$ cat src/rtl/wb_arbiter_pkg.sv
// Shared widths and enums for the writeback arbiter and its scoreboard.
package wb_arbiter_pkg;

  localparam int REG_ADDR_W    = 5;
  localparam int XLEN          = 32;
  localparam int CNT_W_DEFAULT = 2;
  localparam int NUM_REGS      = 1 << REG_ADDR_W;

  // Which requester won the most recent accepted transfer; reset value LSU makes the first tie go to ALU.
  typedef enum logic {
    SEL_LSU = 1'b0,
    SEL_ALU = 1'b1
  } sel_e;

endpackage

$ cat src/rtl/wb_arbiter_scoreboard.sv
// Per-register in-flight write counters: issue stall, read-after-write hazard, and sticky underflow error.
module wb_scoreboard
  import wb_arbiter_pkg::*;
#(
  parameter int CNT_W = CNT_W_DEFAULT
) (
  input  logic                  clock,
  input  logic                  reset,
  input  logic                  issue_valid_i,
  input  logic                  issue_wena_i,
  input  logic [REG_ADDR_W-1:0] issue_waddr_i,
  input  logic                  commit_valid_i,
  input  logic                  commit_wena_i,
  input  logic [REG_ADDR_W-1:0] commit_waddr_i,
  input  logic                  rena1_i,
  input  logic [REG_ADDR_W-1:0] raddr1_i,
  input  logic                  rena2_i,
  input  logic [REG_ADDR_W-1:0] raddr2_i,
  output logic                  issue_full_o,
  output logic                  raw_o,
  output logic                  err_o
);

  localparam logic [CNT_W-1:0] CNT_MAX = '1;
  localparam logic [CNT_W-1:0] CNT_ONE = CNT_W'(1);

  logic [CNT_W-1:0] cnt_q [NUM_REGS];
  logic [CNT_W-1:0] cnt_d [NUM_REGS];
  logic             err_q, err_d;

  logic             issue_full;
  logic             issue_inc;
  logic             commit_dec;
  logic [CNT_W-1:0] cnt1, cnt2;
  logic             raw1, raw2;

  assign issue_full   = issue_valid_i && issue_wena_i && (cnt_q[issue_waddr_i] == CNT_MAX);
  assign issue_inc    = issue_valid_i && issue_wena_i && (issue_waddr_i != '0) && !issue_full;
  assign commit_dec   = commit_valid_i && commit_wena_i && (commit_waddr_i != '0);
  assign issue_full_o = issue_full;

  always_comb begin
    err_d = err_q;
    for (int r = 0; r < NUM_REGS; r++) begin
      cnt_d[r] = cnt_q[r];
    end
    // Entry 0 is never touched, so x0 stays at zero forever.
    for (int r = 1; r < NUM_REGS; r++) begin
      if (issue_inc && (issue_waddr_i == REG_ADDR_W'(r)) &&
          !(commit_dec && (commit_waddr_i == REG_ADDR_W'(r)))) begin
        cnt_d[r] = cnt_q[r] + CNT_ONE;
      end else if (commit_dec && (commit_waddr_i == REG_ADDR_W'(r)) &&
                   !(issue_inc && (issue_waddr_i == REG_ADDR_W'(r)))) begin
        if (cnt_q[r] == '0) begin
          err_d = 1'b1;
        end else begin
          cnt_d[r] = cnt_q[r] - CNT_ONE;
        end
      end
    end
  end

  always_ff @(posedge clock) begin
    if (reset) begin
      for (int r = 0; r < NUM_REGS; r++) begin
        cnt_q[r] <= '0;
      end
      err_q <= 1'b0;
    end else begin
      cnt_q <= cnt_d;
      err_q <= err_d;
    end
  end

  // A source whose last pending write is committing right now is already resolved.
  assign cnt1 = cnt_q[raddr1_i];
  assign cnt2 = cnt_q[raddr2_i];
  assign raw1 = rena1_i && (raddr1_i != '0) && (cnt1 != '0) &&
                !(commit_valid_i && commit_wena_i && (commit_waddr_i == raddr1_i) && (cnt1 == CNT_ONE));
  assign raw2 = rena2_i && (raddr2_i != '0) && (cnt2 != '0) &&
                !(commit_valid_i && commit_wena_i && (commit_waddr_i == raddr2_i) && (cnt2 == CNT_ONE));
  assign raw_o = raw1 || raw2;
  assign err_o = err_q;

endmodule

$ cat src/rtl/wb_arbiter.sv
// Two-way round-robin writeback arbiter (ALU/LSU) feeding one registered regfile write port.
module wb_arbiter
  import wb_arbiter_pkg::*;
#(
  parameter int CNT_W = CNT_W_DEFAULT
) (
  input  logic                  clock,
  input  logic                  reset,
  input  logic                  alu_valid_i,
  output logic                  alu_ready_o,
  input  logic                  alu_wena_i,
  input  logic [REG_ADDR_W-1:0] alu_waddr_i,
  input  logic [XLEN-1:0]       alu_wdata_i,
  input  logic                  lsu_valid_i,
  output logic                  lsu_ready_o,
  input  logic                  lsu_wena_i,
  input  logic [REG_ADDR_W-1:0] lsu_waddr_i,
  input  logic [XLEN-1:0]       lsu_wdata_i,
  output logic                  commit_valid_o,
  output logic                  commit_wena_o,
  output logic [REG_ADDR_W-1:0] commit_waddr_o,
  output logic [XLEN-1:0]       commit_wdata_o,
  input  logic                  issue_valid_i,
  input  logic                  issue_wena_i,
  input  logic [REG_ADDR_W-1:0] issue_waddr_i,
  output logic                  issue_full_o,
  input  logic                  rena1_i,
  input  logic [REG_ADDR_W-1:0] raddr1_i,
  input  logic                  rena2_i,
  input  logic [REG_ADDR_W-1:0] raddr2_i,
  output logic                  raw_o,
  output logic                  err_o
);

  sel_e                  last_grant_q, last_grant_d;
  logic                  commit_valid_q, commit_valid_d;
  logic                  commit_wena_q, commit_wena_d;
  logic [REG_ADDR_W-1:0] commit_waddr_q, commit_waddr_d;
  logic [XLEN-1:0]       commit_wdata_q, commit_wdata_d;
  logic                  grant_alu, grant_lsu;
  logic                  xfer_alu, xfer_lsu;

  always_comb begin
    grant_alu = 1'b0;
    grant_lsu = 1'b0;
    if (!reset) begin
      if (alu_valid_i && lsu_valid_i) begin
        grant_alu = (last_grant_q != SEL_ALU);
        grant_lsu = (last_grant_q == SEL_ALU);
      end else begin
        grant_alu = alu_valid_i;
        grant_lsu = lsu_valid_i;
      end
    end
  end

  assign alu_ready_o = grant_alu;
  assign lsu_ready_o = grant_lsu;
  assign xfer_alu    = alu_valid_i && alu_ready_o;
  assign xfer_lsu    = lsu_valid_i && lsu_ready_o;

  always_comb begin
    last_grant_d   = last_grant_q;
    commit_valid_d = 1'b0;
    commit_wena_d  = commit_wena_q;
    commit_waddr_d = commit_waddr_q;
    commit_wdata_d = commit_wdata_q;
    if (xfer_alu) begin
      last_grant_d   = SEL_ALU;
      commit_valid_d = 1'b1;
      commit_wena_d  = alu_wena_i;
      commit_waddr_d = alu_waddr_i;
      commit_wdata_d = alu_wdata_i;
    end else if (xfer_lsu) begin
      last_grant_d   = SEL_LSU;
      commit_valid_d = 1'b1;
      commit_wena_d  = lsu_wena_i;
      commit_waddr_d = lsu_waddr_i;
      commit_wdata_d = lsu_wdata_i;
    end
  end

  always_ff @(posedge clock) begin
    if (reset) begin
      last_grant_q   <= SEL_LSU;
      commit_valid_q <= 1'b0;
      commit_wena_q  <= 1'b0;
      commit_waddr_q <= '0;
      commit_wdata_q <= '0;
    end else begin
      last_grant_q   <= last_grant_d;
      commit_valid_q <= commit_valid_d;
      commit_wena_q  <= commit_wena_d;
      commit_waddr_q <= commit_waddr_d;
      commit_wdata_q <= commit_wdata_d;
    end
  end

  assign commit_valid_o = commit_valid_q;
  assign commit_wena_o  = commit_wena_q;
  assign commit_waddr_o = commit_waddr_q;
  assign commit_wdata_o = commit_wdata_q;

  wb_scoreboard #(
    .CNT_W(CNT_W)
  ) u_scoreboard (
    .clock          (clock),
    .reset          (reset),
    .issue_valid_i  (issue_valid_i),
    .issue_wena_i   (issue_wena_i),
    .issue_waddr_i  (issue_waddr_i),
    .commit_valid_i (commit_valid_q),
    .commit_wena_i  (commit_wena_q),
    .commit_waddr_i (commit_waddr_q),
    .rena1_i        (rena1_i),
    .raddr1_i       (raddr1_i),
    .rena2_i        (rena2_i),
    .raddr2_i       (raddr2_i),
    .issue_full_o   (issue_full_o),
    .raw_o          (raw_o),
    .err_o          (err_o)
  );

endmodule

$ cat config.mk
export PLATFORM = sky130hd
export DESIGN_NAME = wb_arbiter
export DESIGN_NICKNAME = d
export VERILOG_FILES = /design/src/rtl/wb_arbiter_pkg.sv /design/src/rtl/wb_arbiter_scoreboard.sv /design/src/rtl/wb_arbiter.sv
export SDC_FILE = /design/constraint.sdc
export NUM_CORES = 1
export LEC_CHECK = 0
export CAP_MARGIN = 20
export CORE_MARGIN = 10
export CORE_UTILIZATION = 40
export DETAILED_ROUTE_END_ITERATION = 10
export GPL_TIMING_DRIVEN = 0
export PLACE_DENSITY = 0.64
export SETUP_SLACK_MARGIN = 0.05
export SYNTH_ARGS = -nofsm -noshare
export SYNTH_HDL_FRONTEND = slang
export SYNTH_SLANG_ARGS = --single-unit
$ cat constraint.sdc
create_clock -name clock -period 8.3 [get_ports clock]
set_clock_uncertainty 0.1 [all_clocks]
set_input_delay 1.245 -clock clock [delete_from_list [all_inputs] [get_ports clock]]
set_output_delay 1.245 -clock clock [all_outputs]
set_load 0.02 [all_outputs]
Word-level counts from Yosys, hierarchy flattened
Cells that the tools add are included.
W data, S select, Z words.
- magnitude comparators: 3
- reduce and logical (&&, ||, !) cells: 309
- muxes and demuxes: 209
- eq/ne operators: 98
- $add $sub $neg: 62
- bitwise logic cells: 4
- operators by type and width (operator ; number):
    $mux W2 ; 99
    $eq A5 B5 Y1 const B ; 32
    $logic_and A1 B1 Y1 ; 143
    $mux W1 ; 103
    $eq A5 B4 Y1 const B ; 16
    $reduce_bool A2 Y1 ; 34
    $logic_not A1 Y1 ; 65
    $mux W32 ; 2
    $add A2 B1 Y2 const B ; 31
    $logic_not A2 Y1 ; 31
    $ne A2 B1 Y1 const B ; 31
    $reduce_and A2 Y1 ; 31
    $sub A2 B1 Y2 const B ; 31
    $eq A5 B3 Y1 const B ; 8
    $bmux W2 S5 ; 3
    $eq A5 B2 Y1 const B ; 4
    $reduce_bool A5 Y1 ; 4
    $ge A6 B6 Y1 const B ; 3
    $not A5 Y6 ; 3
    $eq A5 B1 Y1 const B ; 2
    $eq A5 B5 Y1 ; 2
    $mux W5 ; 2
    $eq A2 B1 Y1 const B ; 2
    $eq A2 B2 Y1 const B ; 1
    2 further kinds ; 2
- register bits: 103
- output and inout port bits: 44
- logic and storage cells: 722

Longest topological paths before layout
- depth in word-level cells: 103
- gate-level depth with buffers: 14
- gate-level depth less buffers: 11

Modules after synthesis
Synthesis repeated with hierarchy kept, for this count alone.
- cell total of the unflattened synthesis: 1043
- area total of the unflattened synthesis: 8461.9 um2
- modules (own cells, without submodules) (module ; times used ; area an instance (um2) ; cells an instance):
    wb_scoreboard ; 1 ; 6512.5 ; 857
    wb_arbiter ; 1 ; 1949.4 ; 186

Worst setup path after synthesis
OpenSTA, ideal clock, no wires.
- kind: input to output
- from: input port raddr1_i[0]
- to: output port raw_o
- path buffers: 2
- stages on the path: 7
- required time: 6.955 ns
- setup slack: 4.131 ns
- data arrival time: 2.824 ns
- cells stage by stage: buf_2 buf_2 mux4_2 a22oi_1 o31ai_1 a21oi_1 nand4_1
- longest elaborated chain between the ends: 9
- elaborated cells on any way between the ends: 15
- classes of those cells: 2 x eq/ne; 3 x mux; 1 x bitwise; 9 x reduce/logical
- ends and longest elaborated chain (element ; RTL line ; source):
    start: declaration ; wb_arbiter.sv:28 ; input logic [REG_ADDR_W-1:0] raddr1_i,
    $not A5 Y6 (implied by the code) ; wb_arbiter_scoreboard.sv:76 ; assign cnt1 = cnt_q[raddr1_i];
    $bmux W2 S5 ; wb_arbiter_scoreboard.sv:76 ;
    $mux W2 (implied by the code) (2 in series) ; wb_arbiter_scoreboard.sv:76 ;
    $eq A2 B1 Y1 ; wb_arbiter_scoreboard.sv:79 ; !(commit_valid_i && commit_wena_i && (commit_waddr_i == raddr1_i) && (cnt1 == CNT_ONE));
    $logic_and A1 B1 Y1 ; wb_arbiter_scoreboard.sv:79 ;
    $logic_not A1 Y1 ; wb_arbiter_scoreboard.sv:79 ;
    $logic_and A1 B1 Y1 * ; wb_arbiter_scoreboard.sv:78 ; assign raw1 = rena1_i && (raddr1_i != '0) && (cnt1 != '0) &&
    $logic_or A1 B1 Y1 * ; wb_arbiter_scoreboard.sv:82 ; assign raw_o = raw1 || raw2;
    end: declaration ; wb_arbiter.sv:31 ; output logic raw_o,
Mark *: on every way between the ends. The rest lies on a longest branch, timed or not. The select of a mux whose other input is x is not followed.

Worst setup path after layout
- from: input port raddr1_i[1]
- to: output port raw_o
Same word-level chain as after synthesis.

==> impl_metrics.py <==
metrics = {
    "synth": {
        "synth_cells": 1012,
        "synth_edf_count": 0,
        "synthMuxAreaShare_pct": 17.88,
        "async_flop_share_pct": 0,
        "synthAdderAreaFrac_pct": 9.252,
        "synthXorXnorAreaFrac_pct": 1.045,
        "synth_seq_cells": 103,
        "synth_nets": 1173,
        "synthSimpleGateAreaFrac_pct": 26.95,
        "ys_seq_area_share_pct": 24.59,
        "ys.warnings.count": 0,
        "ys.flop_type": "dfxtp_1",
        "syn_area_per_cell_um2": 8.285,
        "synth_cell_types": 49,
        "synth_top_family_by_area": "simple AND/OR/NAND/NOR gates",
        "synth_compound_gate_area_share_pct": 15.59,
        "netlist_area_um2": 8384,
    },
    "placement": {
        "io_buffers": 136,
        "hpwl_um": 23570,
        "post-place-ws_ns": 2.778,
        "gp_congestion": 0.9595,
    },
    "cts": {
        "cts_buffers": 9,
        "post_cts_buffers": 0,
        "clockRootBuffer": "clkbuf_16",
        "ctsHoldBuffers": 0,
        "cts.reportedPaths.clkPinSlew_ns": 0.08,
        "cts_sinks": 103,
        "cts_tree": "built",
        "cts_max_level": 3,
        "insertion_delay_ns": 0.37,
        "post_cts_resized": 0,
        "cts_buffer_depth": 2,
    },
    "cells_and_area": {
        "drive_gt1_share_pct": 8.162,
        "multiInputGateArea_um2": 5929,
        "syn_to_final_growth_pct": 23.74,
        "post-route-util_pct": 50.78,
        "final_nets": 1320,
        "layout_commonest_cell": "clkdlybuf4s50_1",
        "mostFrequentLayoutCells": "clkdlybuf4s50_1 (136), nand2_1 (112), dfxtp_1 (103), nor2_1 (101), o21ai_0 (88)",
        "fillers": 2043,
        "seqCellArea_um2": 2062,
        "diodes": 0,
    },
    "critical_path": {
        "arrival_ns": 4.23,
        "cp_cell_sequence": "clkdlybuf4s50_1 > clkbuf_1 > mux4_2 > mux2i_1 > mux2i_1 > a22oi_1 > nand4_1 > clkdlybuf4s50_1",
        "endpoint_kind": "primary output",
        "max_stage_delay_ns": 0.66,
        "slowest_stage": "clkdlybuf4s50_1",
        "cp_top_family": "buffers and inverters",
        "critPathKind": "primary input to primary output",
        "crit_fanout": 10,
        "required_ns": 6.95,
        "cp-start-kind": "primary input",
        "cp_num_buf_inv": 3,
    },
    "die": {
        "fp.dieH_um": 164.8,
        "row_count": 52,
        "initial_core_util_pct": 41.04,
        "fp.dieW_um": 164.8,
        "core_um2": 20430,
        "io_pins": 143,
        "dieArea_um2": 27150,
    },
    "global_routing": {
        "grt_pass1_vias": 8160,
        "grt_max_degree": 20,
        "grt-ovfl-total": 0,
        "grt_pass1_wl_um": 46750,
        "groute.usage.overall_pct": 22.28,
        "antenna_found_initial": 0,
    },
    "routing": {
        "vias": 8412,
        "first_iter_violations": 779,
        "routed_wl_um": 30460,
        "ant_nets": 0,
        "viasPerCell": 5.866,
        "routedWlPerCell_um": 21.24,
        "drc": 0,
        "dr.pass1.iters": 5,
    },
    "outcome": {
        "status": "finished clean",
    },
    "sta": {
        "setup_ws_ns": 2.725,
        "slew_viol_final": 0,
        "hold_violations": 0,
        "rsz0062_at_grt": "no",
        "tns_ns": 0,
        "period_minus_slack_ns": 5.575,
        "min_period_over_period_pct": 67.17,
        "setup_violations": 0,
        "worst_pin_slew_ns": 0.8885,
        "clock.fmax_mhz": 179.4,
        "slew_headroom_pct": 39.93,
    },
    "flow_run": {
        "max_cap_violations": 0,
    },
    "power": {
        "powerDensity_nw_per_um2": 117.3,
        "ir_drop_mv": 0.1161,
        "leakagePower_uw": 0.003937,
    },
    "worst_hold_path": {
        "hp-class": "flip-flop to flip-flop",
    },
}
[final cells by class]
class	instances	area share (%)
clock inverter	6	0.6030
buffer	55	2.412
inverter	38	1.375
clock buffer	10	2.207
multi-input combinational	816	57.15
timing repair buffer	136	13.12
tap	270	3.256
sequential	103	19.87
[cells by family (layout without fill, tap and decap cells)]
kind of cell,count (synthesis),in the layout
compound gates,223,223
xor+xnor,10,10
mux,100,100
fa+ha+maj,62,62
flops,103,103
buf+inv,93,245
simple gates,421,421
[path summary, 6_finish.rpt]
path | end | start | slack, ns | cells past startpoint
worst max-delay path | raw_o | raddr1_i[1] | 2.73 | 8
worst min register to register | commit_wdata_o[7] | commit_wdata_o[7] | 0.40 | 2
worst max register to register | u_scoreboard.err_o | u_scoreboard.cnt_q[35] | 4.49 | 11
worst min-delay path | commit_wdata_o[7] | commit_wdata_o[7] | 0.40 | 2
[synthesized netlist by cell type (all sizes together), types with 3 or more instances]
cell,instances,area (um2)
nand2,112,420.4
a31oi,3,18.77
and4,15,131.4
nand3,17,85.08
mux2i,41,410.4
a22oi,10,75.07
buf,19,115.1
nor2,101,379.1
nand4,18,112.6
and2,20,125.1
ha,62,775.7
nor4,11,83.83
a221oi,3,26.28
clkbuf,36,135.1
mux2,22,247.7
a2111oi,3,26.28
nor2b,64,400.4
nand2b,5,31.28
mux4,37,840.8
nor3b,17,132.6
nor3,4,25.02
inv,38,142.6
dfxtp,103,2062
xor2,10,87.58
a21oi,69,349.1
o21ai,88,440.4
a211oi,39,292.8
nor4b,32,295.3
[state kept, by name, indices dropped and copies added, names as in the netlist]
signal	count
u_scoreboard.err_o	1
commit_waddr_o	5
u_scoreboard.cnt_q	62
commit_valid_o	1
commit_wena_o	1
commit_wdata_o	32
last_grant_q	1
[worst reg2reg max path: stages (launching register included)]
cell and delay [ns]:
dfxtp_1 0.39, mux4_1 0.55, mux4_2 0.56, o2111ai_4 0.15
buf_4 0.25, nand4_1 0.11, ha_1 0.25, nor4b_1 0.14
nor4_1 0.77, nand4_1 0.16, nor2_1 0.16, nor2_1 0.05
[power by group]
group / internal, uW / switching [uW] / leakage (uW) / total (uW)
Clock: 213 / 233 / 0.000143 / 446
Combinational: 112 / 135 / 0.00296 / 247
Sequential: 510 / 13.5 / 0.000838 / 524
Total: 835 / 381 / 0.00394 / 1220
[metal layers]
layer  wire [um]  vias to the layer above  GRT usage, %  part of all wire (%)
li1            -                     3963             -                     -
met2       13450                      433         34.81                    44
met5           0                        -             0                     0
met3        4139                       38         9.734                    14
met4         636                        0         6.320                   2.1
met1       12240                     3978         27.31                    40
[metrics by stage]
| stage | hold WS [ns] | total power [uW] | instances | cell area [um2] |
|---|---|---|---|---|
| floorplan | 0.3631 | 651.2 | 1012 | 8384 |
| finish | 0.3957 | 1217 | 1434 | 10380 |
| CTS | 0.4020 | 1225 | 1434 | 10380 |
| detailed placement | 0.3872 | 779.5 | 1418 | 10080 |
| global route | 0.4103 | 1264 | 1434 | 10380 |
| global placement | 0.3772 | 778.8 | 1418 | 10080 |
(Power assumes the default switching activity.)
